[src/rtl/alu_share_arbiter_if.sv]
// Request/response bundle between two operand sources, the arbiter and the
// result consumer. The arbiter side uses the slave modport.
interface alu_share_arbiter_if;
  logic       req0_valid_in;
  logic [3:0] req0_a_in;
  logic [3:0] req0_b_in;
  logic [2:0] req0_sel_in;
  logic       req0_ready_out;

  logic       req1_valid_in;
  logic [3:0] req1_a_in;
  logic [3:0] req1_b_in;
  logic [2:0] req1_sel_in;
  logic       req1_ready_out;

  logic       rsp_valid_out;
  logic [4:0] rsp_y_out;
  logic       rsp_id_out;
  logic       rsp_ready_in;

  modport slave (
    input  req0_valid_in, req0_a_in, req0_b_in, req0_sel_in,
    output req0_ready_out,
    input  req1_valid_in, req1_a_in, req1_b_in, req1_sel_in,
    output req1_ready_out,
    output rsp_valid_out, rsp_y_out, rsp_id_out,
    input  rsp_ready_in
  );

  modport master (
    output req0_valid_in, req0_a_in, req0_b_in, req0_sel_in,
    input  req0_ready_out,
    output req1_valid_in, req1_a_in, req1_b_in, req1_sel_in,
    input  req1_ready_out,
    input  rsp_valid_out, rsp_y_out, rsp_id_out,
    output rsp_ready_in
  );
endinterface

[src/rtl/alu_share_arbiter.sv]
// Two-requester round-robin arbiter in front of one shared 4-bit ALU.
// One result slot; a grant happens only when the slot is empty or draining.

// Combinational 4-bit ALU, 5-bit unsigned result.
module basic_alu (
  input  logic [3:0] a,
  input  logic [3:0] b,
  input  logic [2:0] sel,
  output logic [4:0] y
);
  logic [4:0] a5, b5;
  assign a5 = {1'b0, a};
  assign b5 = {1'b0, b};

  // Opcode decode; arithmetic wraps modulo 32.
  always_comb begin
    y = '0;
    case (sel)
      3'b000: y = a5 + b5;
      3'b001: y = a5 - b5;
      3'b010: y = a5 + 5'd1;
      3'b011: y = a5 - 5'd1;
      3'b100: y = {1'b0, a & b};
      3'b101: y = {1'b0, a | b};
      3'b110: y = {1'b0, a ^ b};
      default: y = {1'b0, ~a};
    endcase
  end
endmodule

module alu_share_arbiter #(
  parameter logic PRIO_RESET = 1'b0
) (
  input logic               clk_in,
  input logic               rst_in,
  alu_share_arbiter_if.slave bus
);
  localparam logic [0:0] SLOT_EMPTY = 1'b0;
  localparam logic [0:0] SLOT_FULL  = 1'b1;

  typedef struct packed {
    logic [3:0] a;
    logic [3:0] b;
    logic [2:0] sel;
  } req_t;

  req_t       req [2];
  logic [1:0] req_valid;
  logic [1:0] grant;
  logic       accept;
  logic       prio_q;
  req_t       win;
  logic [4:0] alu_y;

  logic [0:0] slot_q;
  logic [4:0] rsp_y_q;
  logic       rsp_id_q;

  assign req[0]    = '{a: bus.req0_a_in, b: bus.req0_b_in, sel: bus.req0_sel_in};
  assign req[1]    = '{a: bus.req1_a_in, b: bus.req1_b_in, sel: bus.req1_sel_in};
  assign req_valid = {bus.req1_valid_in, bus.req0_valid_in};

  // Slot can take a new result if empty or being drained this cycle.
  assign accept = (slot_q == SLOT_EMPTY) | bus.rsp_ready_in;

  // Round-robin grant; prio_q breaks ties. Nothing is granted under reset.
  always_comb begin
    grant = 2'b00;
    if (accept && !rst_in) begin
      case (req_valid)
        2'b01:   grant = 2'b01;
        2'b10:   grant = 2'b10;
        2'b11:   grant = prio_q ? 2'b10 : 2'b01;
        default: grant = 2'b00;
      endcase
    end
  end

  assign win = grant[1] ? req[1] : req[0];

  basic_alu u_alu (
    .a   (win.a),
    .b   (win.b),
    .sel (win.sel),
    .y   (alu_y)
  );

  // Result slot and priority pointer; priority moves to the loser on a grant.
  always_ff @(posedge clk_in) begin
    if (rst_in) begin
      slot_q   <= SLOT_EMPTY;
      rsp_y_q  <= '0;
      rsp_id_q <= 1'b0;
      prio_q   <= PRIO_RESET;
    end else if (grant != 2'b00) begin
      slot_q   <= SLOT_FULL;
      rsp_y_q  <= alu_y;
      rsp_id_q <= grant[1];
      prio_q   <= grant[0];
    end else if (bus.rsp_ready_in) begin
      slot_q   <= SLOT_EMPTY;
    end
  end

  assign bus.req0_ready_out = grant[0];
  assign bus.req1_ready_out = grant[1];
  assign bus.rsp_valid_out  = (slot_q == SLOT_FULL);
  assign bus.rsp_y_out      = rsp_y_q;
  assign bus.rsp_id_out     = rsp_id_q;
endmodule

[src/flat_wrapper.sv]
// flat-port wrapper written by rule: the top's interface ports become plain ports
module alu_share_arbiter_flat 
#(
  parameter logic PRIO_RESET = 1'b0
)
  (clk_in, rst_in, bus_req0_valid_in, bus_req0_a_in, bus_req0_b_in, bus_req0_sel_in, bus_req0_ready_out, bus_req1_valid_in, bus_req1_a_in, bus_req1_b_in, bus_req1_sel_in, bus_req1_ready_out, bus_rsp_valid_out, bus_rsp_y_out, bus_rsp_id_out, bus_rsp_ready_in);
  alu_share_arbiter_if bus_i ();
  input logic clk_in;
  input logic rst_in;
  input wire logic [$bits(bus_i.req0_valid_in)-1:0] bus_req0_valid_in;
  input wire logic [$bits(bus_i.req0_a_in)-1:0] bus_req0_a_in;
  input wire logic [$bits(bus_i.req0_b_in)-1:0] bus_req0_b_in;
  input wire logic [$bits(bus_i.req0_sel_in)-1:0] bus_req0_sel_in;
  output wire logic [$bits(bus_i.req0_ready_out)-1:0] bus_req0_ready_out;
  input wire logic [$bits(bus_i.req1_valid_in)-1:0] bus_req1_valid_in;
  input wire logic [$bits(bus_i.req1_a_in)-1:0] bus_req1_a_in;
  input wire logic [$bits(bus_i.req1_b_in)-1:0] bus_req1_b_in;
  input wire logic [$bits(bus_i.req1_sel_in)-1:0] bus_req1_sel_in;
  output wire logic [$bits(bus_i.req1_ready_out)-1:0] bus_req1_ready_out;
  output wire logic [$bits(bus_i.rsp_valid_out)-1:0] bus_rsp_valid_out;
  output wire logic [$bits(bus_i.rsp_y_out)-1:0] bus_rsp_y_out;
  output wire logic [$bits(bus_i.rsp_id_out)-1:0] bus_rsp_id_out;
  input wire logic [$bits(bus_i.rsp_ready_in)-1:0] bus_rsp_ready_in;
  assign bus_i.req0_valid_in = bus_req0_valid_in;
  assign bus_i.req0_a_in = bus_req0_a_in;
  assign bus_i.req0_b_in = bus_req0_b_in;
  assign bus_i.req0_sel_in = bus_req0_sel_in;
  assign bus_req0_ready_out = bus_i.req0_ready_out;
  assign bus_i.req1_valid_in = bus_req1_valid_in;
  assign bus_i.req1_a_in = bus_req1_a_in;
  assign bus_i.req1_b_in = bus_req1_b_in;
  assign bus_i.req1_sel_in = bus_req1_sel_in;
  assign bus_req1_ready_out = bus_i.req1_ready_out;
  assign bus_rsp_valid_out = bus_i.rsp_valid_out;
  assign bus_rsp_y_out = bus_i.rsp_y_out;
  assign bus_rsp_id_out = bus_i.rsp_id_out;
  assign bus_i.rsp_ready_in = bus_rsp_ready_in;
  alu_share_arbiter #(.PRIO_RESET(PRIO_RESET)) u_core (.clk_in(clk_in), .rst_in(rst_in), .bus(bus_i));
endmodule
[config.mk]
export PLATFORM = sky130hd
export DESIGN_NAME = alu_share_arbiter_flat
export DESIGN_NICKNAME = d
export VERILOG_FILES = /design/src/rtl/alu_share_arbiter_if.sv /design/src/rtl/alu_share_arbiter.sv /design/src/flat_wrapper.sv
export SDC_FILE = /design/constraint.sdc
export NUM_CORES = 1
export LEC_CHECK = 0
export CAP_MARGIN = 20
export CORE_AREA = 2 2 57 59
export DETAILED_ROUTE_END_ITERATION = 16
export DIE_AREA = 0 0 59 61
export PLACE_DENSITY = 0.75
export SETUP_SLACK_MARGIN = 0.2
export SLEW_MARGIN = 0
export SYNTH_ARGS = -nofsm -noshare
export SYNTH_HDL_FRONTEND = slang
export SYNTH_SLANG_ARGS = --single-unit
[constraint.sdc]
create_clock -name clk_in -period 3.69 [get_ports clk_in]
set_input_delay 0.738 -clock clk_in [delete_from_list [all_inputs] [get_ports clk_in]]
set_output_delay 0.738 -clock clk_in [all_outputs]
set_load 0.05 [all_outputs]
==> out/results.tsv <==
stage	metric	value	unit
outcome	status	complete, no violations	
cells_and_area	regArea	160	um2
yosys	syn-num-nets	192	
timing	fin_ws	356	ps
cts	clk_pin_slew	50	ps
pwr	p_leak	0.857	nW
place	place.port_buffers	35	
global_route	track_usage	23.7	%
timing	tightest_slew	504	ps
yosys	synth_compound_area_share	22.4	%
detailed_routing	drtIter0Drc	98	
cts	htreeDepth	1	
die	die-area	3600	um2
yosys	syn_area	1250	um2
detailed_routing	viasPerCell	5.70	
cts	cts-root-buf	clkbuf_4	
global_route	grt_use_met1	27.6	%
die	core	2950	um2
timing	finalHoldViolCount	0	
detailed_routing	post_drt_wl_per_cell	15.8	um
cts	insertion_delay	260	ps
flow_run	drv_cap	0	
yosys	synth_top_cell_area_share	13.1	%
timing	finalCritPeriodShare	90.4	%
timing	timing.fmax	0.300	GHz
yosys	ys_seq_area_share	12.9	%
pwr	p_sw_share	41.2	%
detailed_routing	drc_errors	0	
cells_and_area	drive_above_1_share	28.1	%
yosys	synth_simple_gate_area_share	23.0	%
pwr	seq_power_share	20.6	%
global_route	antenna_found_initial	0	
detailed_routing	dr_total_vias	1426	
critical_path	cp_data_arrival_time	3510	ps
cells_and_area	nets	260	
global_route	busiest_layer	met2	
yosys	yosys.area.top_type	ha_1	
cells_and_area	fill_cells	246	
yosys	synth_top_family_by_area	simple AND/OR/NAND/NOR gates	
yosys	synth.mux.area_fraction	15.3	%
die	rows	20	
detailed_routing	drt-total-wl	3940	um
yosys	synthAdderAreaFrac	14.7	%
global_route	grt_pass1_vias	1443	
global_route	grt_util_met2	45.2	%
global_route	grt_pass1_wl	6480	um
yosys	yosys-top-cells-area	ha_1 13%, dfxtp_1 13%, mux2i_1 6.4%	
critical_path	path_class	in -> reg	
die	die_y	61	um
timing	rsz0062_at_grt	no	
pwr	p_sw	0.204	mW
critical_path	crit_required	3870	ps
timing	fin_crit	3330	ps
cts	hold_buffers	0	
detailed_routing	dr.pass1.iters	5	
cells_and_area	synthToLayoutAreaGrowth	54.1	%
min_path	whs_path_depth	2	
critical_path	crit_fanout	4	
timing	slew_viol_final	0	
detailed_routing	ant_nets	0	
pwr	p_int	0.292	mW
pwr	clockPowerShare	13.7	%
place	post-place-ws	-124	ps
yosys	avgSynthCellArea	8.25	um2
yosys	synthCells	151	
pwr	p_per_area	258	nW/um2
die	top_level_ports	36	
die	start_util	42.2	%
cts	cts_sinks	8	
global_route	grt_overflow	0	
critical_path	worstSetupEndpointType	flip-flop	
min_path	hold_class	reg -> reg	
timing	fin_worst_skew	9.67	ps
cells_and_area	multiInputGateArea	1040	um2
place	place_congestion	0.928	
yosys	synth_xor_area_share	4.92	%
cts	cts_buffer_depth	2	
place	dp_hpwl	3190	um
critical_path	reg2regPathDepth	14	
cts	cts_made_buffers	3	
cells_and_area	antenna-diode-count	0	
yosys	yosys_warnings	0	
yosys	synth_seq_cells	8	
yosys	synth.distinct_cells	48	
pwr	p_comb_share	65.7	%
global_route	grt_use_met3	2.56	%
die	die_w	59	um
timing	worst_hold_slack	462	ps
timing	final-setup-viol-count	0	
critical_path	cp-start-kind	input port	
pwr	max-vdd-ir-drop	113	uV
cts	cts_tree	done	
global_route	grt_max_degree	9	
timing	maxSlewHeadroom	66.3	%
==> state kept, by name, summed over array words and instances (netlist names) <==
register / flops
u_core.bus.rsp_valid_out: 1
u_core.bus.rsp_id_out: 1
u_core.prio_q: 1
u_core.bus.rsp_y_out: 5
==> logic make-up after synthesis <==
family	count (synthesis)
AO/OA/AOI/OAI	42
XOR/XNOR	7
adder cells (fa/ha/maj)	14
buffers and inverters	17
flip-flops	8
multiplexers	15
AND/OR/NAND/NOR	48
==> cells in the final DEF (no fill, tap or decap), types with 4 or more instances in the layout <==
master,instances
inv_2,5
a21oi_1,4
nor2_1,8
o21ai_1,4
xor2_1,4
mux2i_1,8
nor3_1,4
a31oi_1,4
dlygate4sd2_1,4
nand2_1,13
ha_1,12
inv_1,8
dfxtp_1,8
clkdlybuf4s50_1,30
buf_4,30
o21ai_0,11
==> final cells by class <==
type,instances,area share (%)
multi-input cells,126,53.9
flip-flops and latches,8,8.34
well taps,33,2.15
inverters,13,2.54
repair buffers,67,31.9
clock buffers,3,1.17
==> Yosys cell counts, drive strengths merged <==
cell type  instances
o22ai              3
nand3              2
buf                3
o211ai             3
nor3b              1
a222oi             1
o21ai             15
a2111oi            1
nand2b             5
a22o               1
a31o               1
a21oi              6
o22a               1
and2               1
nand2             14
nor2               8
a31oi              5
nand3b             1
mux2i             12
inv               13
or3                2
o41ai              1
a22oi              1
o31ai              1
nor3               4
nand4              2
and3               1
nor4               1
ha                13
xnor2              3
dfxtp              8
xor2               4
o221ai             2
fa                 1
nor4b              4
mux2               3
nor2b              2
clkbuf             1
==> power by group through the flow <==
stage	Combinational, mW	Clock (mW)	Sequential (mW)
CTS	0.323	0.0689	0.102
global placement	0.293	0	0.103
global route	0.351	0.0739	0.103
floorplan	0.151	0	0.134
finish	0.326	0.0682	0.102
detailed placement	0.300	0	0.104
==> worst max-delay path: stages <==
cell           delay [ps]
dlygate4sd2_1         270
nand2b_4               90
nand4_4               160
buf_6                 170
mux2i_2               200
ha_2                  230
xor2_1                150
a22oi_1               100
ha_1                  360
nor2b_4               140
o21ai_1               130
nand2b_1              110
xor2_1                150
or3_1                 350
a31oi_1               160
==> path summary, 6_finish.rpt <==
kind                         startpoint                 endpoint  slack (ps)
hold reg to reg   u_core.bus.rsp_id_out    u_core.bus.rsp_id_out         460
setup reg to reg          u_core.prio_q  u_core.bus.rsp_y_out[4]         670
setup / recovery      bus_req0_valid_in  u_core.bus.rsp_y_out[4]         360
hold / removal    u_core.bus.rsp_id_out    u_core.bus.rsp_id_out         460
==> metal layers <==
metal  share of wire, %  vias up
met5                  0        -
met1                 41      662
met2                 52       57
met3                5.4        8
li1                   -      699
met4                1.5        0
==> stage by stage <==
| stage | setup TNS, ps | instance area [um2] | util, % | total power, mW | std cells |
|---|---|---|---|---|---|
| floorplan | 0 | 1260 | - | 0.285 | 151 |
| global placement | -146 | 1800 | 60.8 | 0.396 | 237 |
| detailed placement | -204 | 1800 | 60.8 | 0.404 | 237 |
| CTS | 0 | 1920 | 65.0 | 0.494 | 250 |
| global route | 0 | 1920 | 65.0 | 0.528 | 250 |
| finish | 0 | 1920 | 65.0 | 0.496 | 250 |
==> timing repair <==
action | CTS | global route
buffers inserted | 10 | 0
resized for setup | 15 | 0
setup endpoints to repair | 2 | 0
No activity file was read; power rests on OpenSTA's default activity.
